===== src/rtl/johnson_counter_gen.sv =====
// Parametrised Johnson/ring phase generator with direction, parallel load,
// illegal-state self-correction, binary phase index and wrap/err pulses.
module johnson_counter_gen #(
  parameter  int N  = 4,
  localparam int PW = $clog2(2*N)
) (
  input  logic          clk,
  input  logic          rst,
  input  logic          en,
  input  logic          up,
  input  logic          mode,
  input  logic          load,
  input  logic [N-1:0]  load_val,
  output logic [N-1:0]  out,
  output logic [PW-1:0] phase,
  output logic          wrap,
  output logic          err
);

  logic [N-1:0]  out_q,  out_d;
  logic          mode_q, mode_d;
  logic          wrap_q, wrap_d;
  logic          err_q,  err_d;
  logic          legal;
  logic [PW-1:0] phase_dec;
  logic [PW-1:0] last_phase;

  // Mask with the low k bits set (k may equal N).
  function automatic logic [N-1:0] fill_ones(input int k);
    logic [N-1:0] m;
    m = '0;
    for (int i = 0; i < N; i++) begin
      m[i] = (i < k);
    end
    return m;
  endfunction

  function automatic logic [N-1:0] reset_pattern(input logic ring);
    return ring ? N'(1) : '0;
  endfunction

  // Johnson codes are either k ones filled from the LSB or j zeros filled
  // from the LSB with ones above; ring codes are one-hot.
  always_comb begin
    legal     = 1'b0;
    phase_dec = '0;
    if (mode_q) begin
      for (int i = 0; i < N; i++) begin
        if (out_q == (N'(1) << i)) begin
          legal     = 1'b1;
          phase_dec = PW'(i);
        end
      end
    end else begin
      for (int k = 0; k <= N; k++) begin
        if (out_q == fill_ones(k)) begin
          legal     = 1'b1;
          phase_dec = PW'(k);
        end
      end
      for (int j = 1; j < N; j++) begin
        if (out_q == ~fill_ones(j)) begin
          legal     = 1'b1;
          phase_dec = PW'(N + j);
        end
      end
    end
  end

  assign last_phase = mode_q ? PW'(N - 1) : PW'(2*N - 1);

  always_comb begin
    out_d  = out_q;
    mode_d = mode_q;
    wrap_d = 1'b0;
    err_d  = 1'b0;
    if (load) begin
      out_d  = load_val;
      mode_d = mode;
    end else if (mode != mode_q) begin
      out_d  = reset_pattern(mode);
      mode_d = mode;
    end else if (!legal) begin
      out_d = reset_pattern(mode_q);
      err_d = 1'b1;
    end else if (en) begin
      if (mode_q) begin
        out_d = up ? {out_q[N-2:0], out_q[N-1]} : {out_q[0], out_q[N-1:1]};
      end else begin
        out_d = up ? {out_q[N-2:0], ~out_q[N-1]} : {~out_q[0], out_q[N-1:1]};
      end
      wrap_d = up ? (phase_dec == last_phase) : (phase_dec == '0);
    end
  end

  always_ff @(posedge clk or negedge rst) begin
    if (!rst) begin
      out_q  <= '0;
      mode_q <= 1'b0;
      wrap_q <= 1'b0;
      err_q  <= 1'b0;
    end else begin
      out_q  <= out_d;
      mode_q <= mode_d;
      wrap_q <= wrap_d;
      err_q  <= err_d;
    end
  end

  assign out   = out_q;
  assign phase = phase_dec;
  assign wrap  = wrap_q;
  assign err   = err_q;

endmodule


===== config.mk =====
export PLATFORM = sky130hd
export DESIGN_NAME = johnson_counter_gen
export DESIGN_NICKNAME = d
export VERILOG_FILES = /design/src/rtl/johnson_counter_gen.sv
export SDC_FILE = /design/constraint.sdc
export NUM_CORES = 1
export LEC_CHECK = 0
export CAP_MARGIN = 20
export CORE_UTILIZATION = 33
export CTS_BUF_LIST = sky130_fd_sc_hd__clkbuf_16
export CTS_CLUSTER_DIAMETER = 80
export DETAILED_ROUTE_END_ITERATION = 7
export GPL_TIMING_DRIVEN = 1
export PLACE_DENSITY_LB_ADDON = 0.08
export SLEW_MARGIN = 20
export SYNTH_ARGS = -nofsm -noshare
export SYNTH_HDL_FRONTEND = slang
export SYNTH_SLANG_ARGS = --single-unit

===== constraint.sdc =====
create_clock -name clk -period 5.4 [get_ports clk]
set_clock_uncertainty 0.05 [all_clocks]
set_input_delay 1.62 -clock clk [delete_from_list [all_inputs] [get_ports clk]]
set_output_delay 1.62 -clock clk [all_outputs]
set_load 0.02 [all_outputs]

==> metrics.txt <==
status finished, final reports clean; Commonest cells post-synth a21oi_1 (8), dfrtp_1 (7), nand2_1 (6), nor2_1 (6), a21o_1 (5); Hold Buf Count CTS 0; Flop pwr share 26.1%; critical path peak fanout 15; DRC Markers 0; design area 893 µm²; die area 2120 µm²; n_diodes 0; fin crit period 3830 ps; RSZ-0062 raised after global routing false; Combinational Power Share 30.8%; Internal Power between 0.00015 and 0.0002 W; Placer Congestion 0.906; GR Overflow Total 0; Final setup viols 0; CTS HTree Levels 1; largest net degree at the start of global routing 17; vias between 700 and 800; post-synthesis cell count 83; routed vias/inst 5.70; share of layout cells above drive strength 1 7.14%; total I/O pin count 19; reg2reg start out[2]; Max Cap Viol 0; count leader, synth a21oi_1; die height between 40 and 50 µm; worst-margin pin slew 504 ps; CTS tree yes; Slew Viols, Final 0; Clock transition at path regs around 40 ps; Max Freq 0.261 GHz; reg-to-reg setup timing slack 3260 ps; wire length of the first global-routing pass approximately 2.7 mm; number of global-route vias before repair between 500 and 600; Hold Vio Cnt, Final 0; sequential area share after synthesis 27.3%; top cell type's share of synthesized area 27.3%; Worst setup EP type output pin; # fillers 196; top cell type by total area after synthesis dfrtp_1; Post-synth EDFFs 0; Clk pwr share 43.2%; Initial Util between 30% and 40%; crit start category register; CTS-repair resized insts 0; Antenna Nets Post-Route 0; Primary FF master, synth dfrtp_1; Critical Path End phase[0]; Synth area leaders dfrtp_1 (27%), a21oi_1 (6.3%), a21o_1 (5.9%); deepest clock path buffer count 2; Global Route Usage Sum 18.2%; total clock sinks 7; DRT Wirelength 1.74 mm; final net count about 110; Arrival @ worst endpoint ~2200 ps; Switching Share 30.8%; Synth Net Count 93; CTS Buf Count 3; DR iter-0 viols 20; area grow syn2layout 39.5%; P per Cell Area 321 nW/µm²; post-synthesis cell area between 600 and 700 µm²; TNS Setup 0 ps; Placeable Area roughly 1800 µm²; Worst R2R Path Depth 5; Avg WL per Cell 14.1 µm; yosys warns 0; crit path kind register to output pin; Worst Path Required roughly 3700 ps; Port Buffers 18; worst skew pair latency 230 ps; worst vdd ir between 0.00015 and 0.0002 V; placement row count 15; post-DP HPWL 1.22 mm; Net Sw Power 0.0000883 W; Hold/Removal Path Class register to register; placed cell area 815 µm²; Root Driver clkbuf_16; syn_area_per_cell 7.72 µm²; Post-CTS Repair Setup Buffers 0; drt pass-1 iters 4; flops & latches, synth 7; initial antenna violation count 0; worst r2r dst out[0]; relative slew slack 66.4%; unique cell type count in the Yosys netlist 32; fin crit share 70.9%; crit path launch out[3]; Leak approximately 0.37 nW; chip width about 46 µm; Async S/R FF share, synth 100%
power groups by stage:
stage / Clock, W / Sequential, W / Combinational [W]
floorplan: 0 / 0.0000691 / 0.0000611
global placement: 0 / 0.0000750 / 0.0000879
detailed placement: 0 / 0.0000750 / 0.0000870
CTS: 0.000125 / 0.0000743 / 0.0000875
global route: 0.000128 / 0.0000763 / 0.0000958
finish: 0.000124 / 0.0000747 / 0.0000882
cells by family after synthesis:
| group | synth area share [%] |
|---|---|
| flip-flops | 27.3 |
| multiplexers | 3.13 |
| XOR/XNOR | 2.73 |
| AO/OA/AOI/OAI | 37.9 |
| buffers and inverters | 8.79 |
| AND/OR/NAND/NOR | 20.1 |
layout by cell type (no fill, tap or decap):
master,instances
clkdlybuf4s50_1,18
a21oi_1,8
dfrtp_1,7
nor2_1,6
nand2_1,6
inv_1,5
a21o_1,5
nor2b_1,4
a2bb2oi_1,4
o22ai_1,4
o21ai_0,4
clkbuf_16,3
a31oi_1,2
o32ai_1,2
or2_2,2
o311a_1,2
mux2i_1,2
nor3_1,1
and2b_1,1
xnor2_1,1
inv_2,1
nor4_1,1
nand2b_1,1
or3_1,1
a311o_1,1
a211oi_1,1
o2111ai_1,1
or2_4,1
and3_1,1
a221oi_1,1
xor2_1,1
cell type report:
class                      count  area [µm²]  area share (%)
clock buffer                   3        75.1            8.40
clock inverter                 1        3.75           0.420
inverter                       5        18.8            2.10
multi-input combinational     64         409            45.8
sequential                     7         175            19.6
tap                           25        31.3            3.50
timing repair buffer          18         180            20.2
how the worst min path moves through the flow:
stage | slack, ps | depth (start not counted) | startpoint | to
after floorplan | 600 | 3 | mode_q | err
after global placement | 720 | 1 | out[3] | out[3]
after detailed placement | 710 | 1 | out[3] | out[3]
after CTS | 710 | 1 | out[3] | out[3]
after global routing | 760 | 1 | out[3] | out[3]
final | 730 | 1 | out[3] | out[3]
sequential cells by signal, summed over array words and instances, names as in the netlist:
| register | flops |
|---|---|
| out | 4 |
| err | 1 |
| mode_q | 1 |
| wrap | 1 |
through the flow:
step	instances	utilization, %	hold WS, ps	total power (W)	setup slack [ps]
finish	123	50.6	728	0.000287	1570
global route	123	50.6	764	0.000300	1470
CTS	123	50.6	712	0.000287	1610
detailed placement	119	46.2	706	0.000162	1860
global placement	119	46.2	719	0.000163	1860
floorplan	83	-	599	0.000130	2280
per-layer routing:
layer	routed length, µm	vias to the layer above	track usage (%)
met5	0	-	0
met4	31	0	11.8
met3	107	4	2.35
met2	793	37	26.8
met1	806	323	24.8
li1	-	337	-
critical path, stage by stage (launching register included):
cell and delay (ps):
dfrtp_1 600, inv_1 190, nor4_1 270, a31oi_1 70
o32ai_1 150, clkdlybuf4s50_1 640
(Power assumes the default switching activity.)
